File: src/rtl/key_counter_if.sv
// Bundles the push-button inputs, switch value and count outputs of key_counter.
// master drives the keys and switches; slave is the counter itself.
interface key_counter_if #(
    parameter int WIDTH = 4
);
    logic             key_up_n;
    logic             key_down_n;
    logic             key_load_n;
    logic [WIDTH-1:0] load_value;
    logic [WIDTH-1:0] count;
    logic             changed;

    modport master (
        output key_up_n,
        output key_down_n,
        output key_load_n,
        output load_value,
        input  count,
        input  changed
    );

    modport slave (
        input  key_up_n,
        input  key_down_n,
        input  key_load_n,
        input  load_value,
        output count,
        output changed
    );
endinterface

File: src/rtl/key_counter.sv
// Debounced up/down/load push-button counter feeding the BCD display path.
// Each key: 2-flop synchronizer, stable-run debouncer, press-edge event; events resolve into count.
module key_counter #(
    parameter int WIDTH           = 4,
    parameter int MAX_VALUE       = 15,
    parameter int DEBOUNCE_CYCLES = 500000,
    parameter int WRAP            = 1
) (
    input  logic           clk,
    input  logic           rst,
    key_counter_if.slave   bus
);
    localparam int NKEYS    = 3;
    localparam int KEY_UP   = 0;
    localparam int KEY_DOWN = 1;
    localparam int KEY_LOAD = 2;
    localparam int CNT_W    = (DEBOUNCE_CYCLES > 2) ? $clog2(DEBOUNCE_CYCLES) : 1;

    localparam logic [CNT_W-1:0] CNT_LAST = CNT_W'(DEBOUNCE_CYCLES - 1);
    localparam logic [WIDTH-1:0] MAX_W    = WIDTH'(MAX_VALUE);

    logic [NKEYS-1:0] key_raw_n;
    logic [NKEYS-1:0] key_press;

    assign key_raw_n = {bus.key_load_n, bus.key_down_n, bus.key_up_n};

    generate
        for (genvar gi = 0; gi < NKEYS; gi++) begin : g_key
            logic             meta_q,  meta_d;
            logic             sync_q,  sync_d;
            logic             db_q,    db_d;
            logic             press_q, press_d;
            logic [CNT_W-1:0] run_q,   run_d;

            // The run counter only ever reaches DEBOUNCE_CYCLES-1; the next
            // differing cycle is the accepting one and clears it again.
            always_comb begin
                meta_d  = key_raw_n[gi];
                sync_d  = meta_q;
                db_d    = db_q;
                run_d   = '0;
                press_d = 1'b0;
                if (sync_q != db_q) begin
                    if (run_q == CNT_LAST) begin
                        db_d    = sync_q;
                        press_d = ~sync_q;
                    end else begin
                        run_d = run_q + 1'b1;
                    end
                end
            end

            always_ff @(posedge clk) begin
                if (rst) begin
                    meta_q  <= 1'b1;
                    sync_q  <= 1'b1;
                    db_q    <= 1'b1;
                    run_q   <= '0;
                    press_q <= 1'b0;
                end else begin
                    meta_q  <= meta_d;
                    sync_q  <= sync_d;
                    db_q    <= db_d;
                    run_q   <= run_d;
                    press_q <= press_d;
                end
            end

            assign key_press[gi] = press_q;
        end
    endgenerate

    logic [WIDTH-1:0] count_q,   count_d;
    logic             changed_q, changed_d;
    logic [WIDTH-1:0] load_clamped;

    assign load_clamped = (bus.load_value > MAX_W) ? MAX_W : bus.load_value;

    always_comb begin
        count_d = count_q;
        if (key_press[KEY_LOAD]) begin
            count_d = load_clamped;
        end else if (key_press[KEY_UP] && !key_press[KEY_DOWN]) begin
            if (count_q < MAX_W) begin
                count_d = count_q + 1'b1;
            end else if (WRAP != 0) begin
                count_d = '0;
            end
        end else if (key_press[KEY_DOWN] && !key_press[KEY_UP]) begin
            if (count_q != '0) begin
                count_d = count_q - 1'b1;
            end else if (WRAP != 0) begin
                count_d = MAX_W;
            end
        end
        // Holds at a limit and reloads of the same value leave changed low.
        changed_d = (count_d != count_q);
    end

    always_ff @(posedge clk) begin
        if (rst) begin
            count_q   <= '0;
            changed_q <= 1'b0;
        end else begin
            count_q   <= count_d;
            changed_q <= changed_d;
        end
    end

    assign bus.count   = count_q;
    assign bus.changed = changed_q;
endmodule

File: src/flat_wrapper.sv
// flat-port wrapper written by rule: the top's interface ports become plain ports
module key_counter_flat 
#(
    parameter int WIDTH           = 4,
    parameter int MAX_VALUE       = 15,
    parameter int DEBOUNCE_CYCLES = 500000,
    parameter int WRAP            = 1
)
  (clk, rst, bus_key_up_n, bus_key_down_n, bus_key_load_n, bus_load_value, bus_count, bus_changed);
  key_counter_if #(.WIDTH(WIDTH)) bus_i ();
  input  logic clk;
  input  logic rst;
  input wire logic [$bits(bus_i.key_up_n)-1:0] bus_key_up_n;
  input wire logic [$bits(bus_i.key_down_n)-1:0] bus_key_down_n;
  input wire logic [$bits(bus_i.key_load_n)-1:0] bus_key_load_n;
  input wire logic [$bits(bus_i.load_value)-1:0] bus_load_value;
  output wire logic [$bits(bus_i.count)-1:0] bus_count;
  output wire logic [$bits(bus_i.changed)-1:0] bus_changed;
  assign bus_i.key_up_n = bus_key_up_n;
  assign bus_i.key_down_n = bus_key_down_n;
  assign bus_i.key_load_n = bus_key_load_n;
  assign bus_i.load_value = bus_load_value;
  assign bus_count = bus_i.count;
  assign bus_changed = bus_i.changed;
  key_counter #(.WIDTH(WIDTH), .MAX_VALUE(MAX_VALUE), .DEBOUNCE_CYCLES(DEBOUNCE_CYCLES), .WRAP(WRAP)) u_core (.clk(clk), .rst(rst), .bus(bus_i));
endmodule
File: config.mk
export PLATFORM = sky130hd
export DESIGN_NAME = key_counter_flat
export DESIGN_NICKNAME = d
export VERILOG_FILES = /design/src/rtl/key_counter_if.sv /design/src/rtl/key_counter.sv /design/src/flat_wrapper.sv
export SDC_FILE = /design/constraint.sdc
export NUM_CORES = 1
export LEC_CHECK = 0
export ABC_AREA = 1
export BUFFER_PORTS_ARGS = -buffer_cell sky130_fd_sc_hd__buf_2
export CORE_MARGIN = 2
export CORE_UTILIZATION = 61
export DETAILED_ROUTE_END_ITERATION = 6
export GPL_TIMING_DRIVEN = 0
export PLACE_DENSITY = 0.79
export SETUP_SLACK_MARGIN = 0.5
export SLEW_MARGIN = 10
export SYNTH_ARGS = -nofsm -noshare
export SYNTH_HDL_FRONTEND = slang
export SYNTH_SLANG_ARGS = --single-unit
export TNS_END_PERCENT = 100
File: constraint.sdc
create_clock -name clk -period 2.1 [get_ports clk]
set_clock_uncertainty 0.1 [all_clocks]
set_input_delay 0.105 -clock clk [delete_from_list [all_inputs] [get_ports clk]]
set_output_delay 0.105 -clock clk [all_outputs]
set_load 0.1 [all_outputs]
# == Word level (Yosys, flattened, before mapping) ==
# Cells that the tools add are included.
# totals
register_bits,74
in_bits,9
output_inout_bits,5
elab_cells,60
# op_classes
addsub,5
magnitude_cmp,2
n_eq_ne,7
n_mux,6
bitwise,9
reduce_logical,14
# op_table
operator,n
$add 19x1->19 const B,3
$eq 19x19->1 const B,3
$mux 4,6
$reduce_or 3->1,6
$not 1->1,9
$reduce_and 2->1,3
$add 4x1->4 const B,1
$gt 4x4->1 const B,1
$lt 4x4->1 const B,1
$ne 4x4->1,1
$reduce_bool 4->1,1
$sub 4x1->4 const B,1
$ne 1x1->1,3
$logic_and 1x1->1,2
$logic_not 1->1,2

# == Depth between registers and ports, before layout ==
# depth
ltp_word,6
mapped_depth,12
ltp_nobuf,12

# == Worst setup path after synthesis ==
# No wires, ideal clock.
# synth_timing
path_type,register to register
start,"reg u_core.count_q[0], in the netlist u_core.bus.count[0]"
end,"reg u_core.changed_q, in the netlist u_core.bus.changed"
setup_time_ps,127
arrival_time_ps,2237
required_ps,1873
slack_ps,-363
stages_incl_launch_ff,11
n_path_buf,0
period_less_slack_ps,2463
path_cell_list,dfxtp_1 > inv_1 > ha_1 > o21ai_0 > nand3_1 > nand2_1 > nand2_1 > nand2_1 > nand3_1 > nor2_1 > nor2_1
# synth_between
elab_chain_cells,6
# synth_rtl
element,line,source
start: declaration,key_counter.sv:73,"logic [WIDTH-1:0] count_q, count_d;"
start signal: assignment,key_counter.sv:105,count_q <= count_d;
$sub 4x1->4 / $reduce_bool 4->1 (equally long branches),"key_counter.sv:91, key_counter.sv:90",
$mux 4,key_counter.sv:90,if (count_q != '0) begin
$mux 4,key_counter.sv:89,end else if (key_press[KEY_DOWN] && !key_press[KEY_UP]) begin
$mux 4,key_counter.sv:83,end else if (key_press[KEY_UP] && !key_press[KEY_DOWN]) begin
$mux 4,key_counter.sv:81,if (key_press[KEY_LOAD]) begin
$ne 4x4->1 (*),key_counter.sv:97,changed_d = (count_d != count_q);
end signal: assignment,key_counter.sv:106,changed_q <= changed_d;
end: declaration,key_counter.sv:74,"logic changed_q, changed_d;"
# Every way passes the cells marked *; elsewhere a longest branch is shown, timed or not.
# A chain may end at the register's enable or synchronous reset.

# == Worst setup path in the final report ==
# layout_timing
start,reg u_core.g_key[2].run_q[1]
end,reg u_core.g_key[2].run_q[14]
# layout_between
elab_chain_cells,2
# layout_rtl
element,line,source
start: declaration,key_counter.sv:33,"logic [CNT_W-1:0] run_q, run_d;"
start signal: assignment,key_counter.sv:64,run_q <= run_d;
"parallel branches: the longest is 2 deep, another holds $add 19x1->19",n/a,
# Parallel ways; which one is timed is not known.

==> qor.csv <==
stage,metric,value,unit
worst_setup_path,slowest_delay,0.36,ns
grt,grt_pass1_wl,12450,um
synth,yosys-top-cells-area,"dfxtp_1 41%, nand2_1 9.8%, inv_1 7.5%",
worst_setup_path,critPathMostFrequentCell,nor2_4,
power,p_leak,1.807,nW
route,viasPerCell,5.439,
cts,clockRootBuffer,clkbuf_8,
synth,syn_area,3606,um2
route,drt-initial-drc-count,256,
floorplanning,rows,28,
worst_setup_path,critPathLaunch,u_core.g_key[2].run_q[1],
worst_setup_path,endpoint_kind,flop,
place,port_buffers,13,
place,hpwl,4903,um
cts,cts_htree_levels,3,
synth,synth_xor_xnor_area_share,5.101,%
worst_setup_path,r2r_slack,0.41,ns
cts,cts_buffers,9,
timing,final_hold_viol_count,0,
timing,rsz0062_at_grt,yes,
floorplanning,core_area,5816,um2
floorplanning,chipWidth,80.89,um
synth,synth_area_leader_cell,dfxtp_1,
synth,synth.net_count,506,
synth,synthAdderAreaFrac,1.735,%
cts,insertion_delay,0.36,ns
job,drv_cap,0,
synth,yosysWarnings,0,
layout,drive_above_1_share,33.16,%
worst_setup_path,r2r-start,u_core.g_key[2].run_q[1],
worst_hold_path,min_from,bus_load_value[1],
layout,regArea,1541,um2
cts,cts_tree,done,
timing,tightest_slew,0.4989,ns
synth,synth_seq_area_share,41.08,%
route,detail_route.wl_per_cell,14.24,um
cts,cts_sinks,74,
power,p_per_area,534.1,nW/um2
synth,synth_compound_area_share,6.801,%
timing,relSlewSlack,66.74,%
layout,final_cells,642,
cts,ctsLongestPathBuffers,2,
worst_setup_path,worstPathArrival,1.86,ns
status,status,completed,
layout,fill_cells,351,
worst_setup_path,crit_path_max_fanout,3,
worst_setup_path,slowest_stage,dfxtp_2,
synth,synth_top_family_by_area,simple AND/OR/NAND/NOR gates,
floorplanning,initial_utilization,62.01,%
route,drc,0,
floorplanning,die-area,6542,um2
route,vias,3492,
synth,synth_top_area_share,41.08,%
synth,synth-simple-area-share,36.78,%
worst_setup_path,cp-start-kind,flop,
grt,antenna_found_initial,0,
place,gp_congestion,0.8337,
grt,grt_max_degree,13,
timing,fin_crit,1.692,ns
route,finalWirelength,9144,um
grt,track_usage,24.09,%
timing,fmax,590.9,MHz
floorplanning,die_h,80.89,um
timing,slew_viol_final,0,
worst_setup_path,crit_family,simple AND/OR/NAND/NOR gates,
place,dp_cells,580,
power,peakVddDrop,0.5612,mV
layout,num_antenna_cells,0,
timing,finalSetupTns,0,ns
cts,clkTransAtPathRegs,0.08,ns
synth,ys_types,32,
synth,synth_mux_area_share,0,%
route,detail-route-antenna-nets,0,
timing,fin_crit_sh,80.58,%
worst_setup_path,path_cells,"ha_4, nand2_4, nor2_4, nand2_2, nor2_4, nand2_2, nor2_4, buf_4, a21oi_1, nor3_1",
worst_hold_path,min_path_type,in -> reg,
route,first_pass_iters,5,
synth,syn-instance-count,492,
grt,grt.overflow.total,0,
worst_setup_path,cp_num_buf_inv,1,
worst_setup_path,required,2.27,ns
synth,syn_area_per_cell,7.329,um2
synth,ys_ff_latch,74,
grt,first_global_vias,3001,
layout,area_growth,31.58,%
layout,nNetsFinal,576,
timing,setup_viol,0,
floorplanning,pin_count,14,
worst_setup_path,crit_type,reg -> reg,
layout,multiInputGateArea,2187,um2
-- area by class of cell --
cell class / count / share of cell area, %
Sequential cell: 74 / 32.49
Buffer: 4 / 0.7911
Multi-Input combinational cell: 340 / 46.10
Timing Repair Buffer: 58 / 9.124
Clock buffer: 11 / 2.769
Clock inverter: 5 / 0.6593
Inverter: 75 / 6.092
Tap cell: 75 / 1.978
-- placed cells by master, fill, tap and decap left out, types with 2 or more instances in the layout --
| master | count |
|---|---|
| nor4_1 | 2 |
| nand3b_1 | 3 |
| a211oi_1 | 4 |
| nand2_2 | 14 |
| xor2_1 | 14 |
| clkbuf_8 | 9 |
| clkbuf_1 | 3 |
| nand3_2 | 4 |
| buf_2 | 13 |
| o21ai_0 | 7 |
| buf_4 | 34 |
| clkinv_2 | 3 |
| dfxtp_2 | 18 |
| xnor2_1 | 6 |
| nor3_1 | 14 |
| nand3_1 | 20 |
| nor2_1 | 51 |
| nor2_4 | 14 |
| dfxtp_1 | 46 |
| buf_6 | 5 |
| dfxtp_4 | 10 |
| nand2_4 | 6 |
| o21ai_1 | 6 |
| dlygate4sd3_1 | 9 |
| nor4_4 | 4 |
| nor4_2 | 4 |
| nor3_2 | 8 |
| inv_2 | 7 |
| inv_1 | 66 |
| nor2_2 | 6 |
| ha_4 | 4 |
| nor3b_1 | 4 |
| a21oi_1 | 23 |
| or2_2 | 9 |
| nand3_4 | 7 |
| nand2_1 | 82 |
| nand4_1 | 16 |
-- synth_stat cells (all sizes together) --
library cell / number
a21o: 1
inv: 75
o21ai: 13
xnor2: 7
dfxtp: 74
a31o: 1
nor4: 10
nand4: 16
nand3b: 3
a211oi: 4
nor3b: 5
a21oi: 24
nor3: 22
buf: 3
nand3: 30
clkbuf: 1
or2: 9
o21bai: 1
nor2: 71
xor2: 14
nand2: 102
ha: 5
a31oi: 1
-- registers in the layout (all words and copies together), names as in the netlist --
register              count
u_core.bus.changed        1
u_core.bus.count          4
u_core.g_key.db_q         3
u_core.g_key.meta_q       3
u_core.g_key.press_q      3
u_core.g_key.run_q       57
u_core.g_key.sync_q       3
-- worst reg2reg max path, delay by kind of cell (launching register included) --
family	cells	cell delay (ns)
AOI/OAI and AO/OA	1	0.06
buffers and inverters	1	0.13
and+or+nand+nor	7	0.81
DFF	1	0.36
adders and majority gates	1	0.15
-- what timing repair did --
item	CTS	global route
setup buffers	15	21
hold buffers	9	0
gates cloned	0	1
endpoints found under the setup margin	46	51
resized for setup	25	90
pin swaps	14	45
endpoints found under the hold margin	8	0
-- routing by layer --
layer	global-route usage, %	part of all wire [%]
met2	42.56	52
met4	8.814	2.4
met1	28.80	41
met5	0	0
met3	5.000	3.9
-- cells by family (layout without fill, tap and decap cells) --
group	after synthesis	after routing
AO/OA/AOI/OAI	45	45
flip-flops	74	74
buffers and inverters	79	153
AND/OR/NAND/NOR	268	269
XOR/XNOR	21	21
adder cells (fa/ha/maj)	5	5
-- worst paths after layout --
check / depth (start not counted) / endpoint
worst min register to register: 1 / u_core.g_key[2].sync_q
worst min-delay path: 4 / u_core.bus.count[1]
worst max register to register: 10 / u_core.g_key[2].run_q[14]
worst max-delay path: 10 / u_core.g_key[2].run_q[14]
-- per-stage QoR --
step | area, um2 | total power [mW] | worst slack (ns) | hold slack, ns | utilization [%]
4_1_cts | 4270 | 2.536 | 0.4461 | 0.0009981 | 73.43
5_1_grt | 4745 | 2.613 | 0.2976 | 0.05126 | 81.58
2_1_floorplan | 3646 | 1.545 | 0.4405 | 0.1088 | -
6_report | 4745 | 2.534 | 0.4078 | 0.01251 | 81.58
3_3_place_gp | 3805 | 1.572 | 0.2906 | 0.1864 | 65.43
3_5_place_dp | 3805 | 1.574 | 0.2858 | 0.1898 | 65.43
-- power by group --
| part | internal [mW] | switching, mW | leakage, nW | total [mW] |
|---|---|---|---|---|
| logic | 0.0582 | 0.0967 | 1.11 | 0.155 |
| registers | 1.40 | 0.0121 | 0.615 | 1.42 |
| clock network | 0.425 | 0.537 | 0.0831 | 0.963 |
| total | 1.89 | 0.646 | 1.81 | 2.53 |
Power figures use the tool's default switching activity.
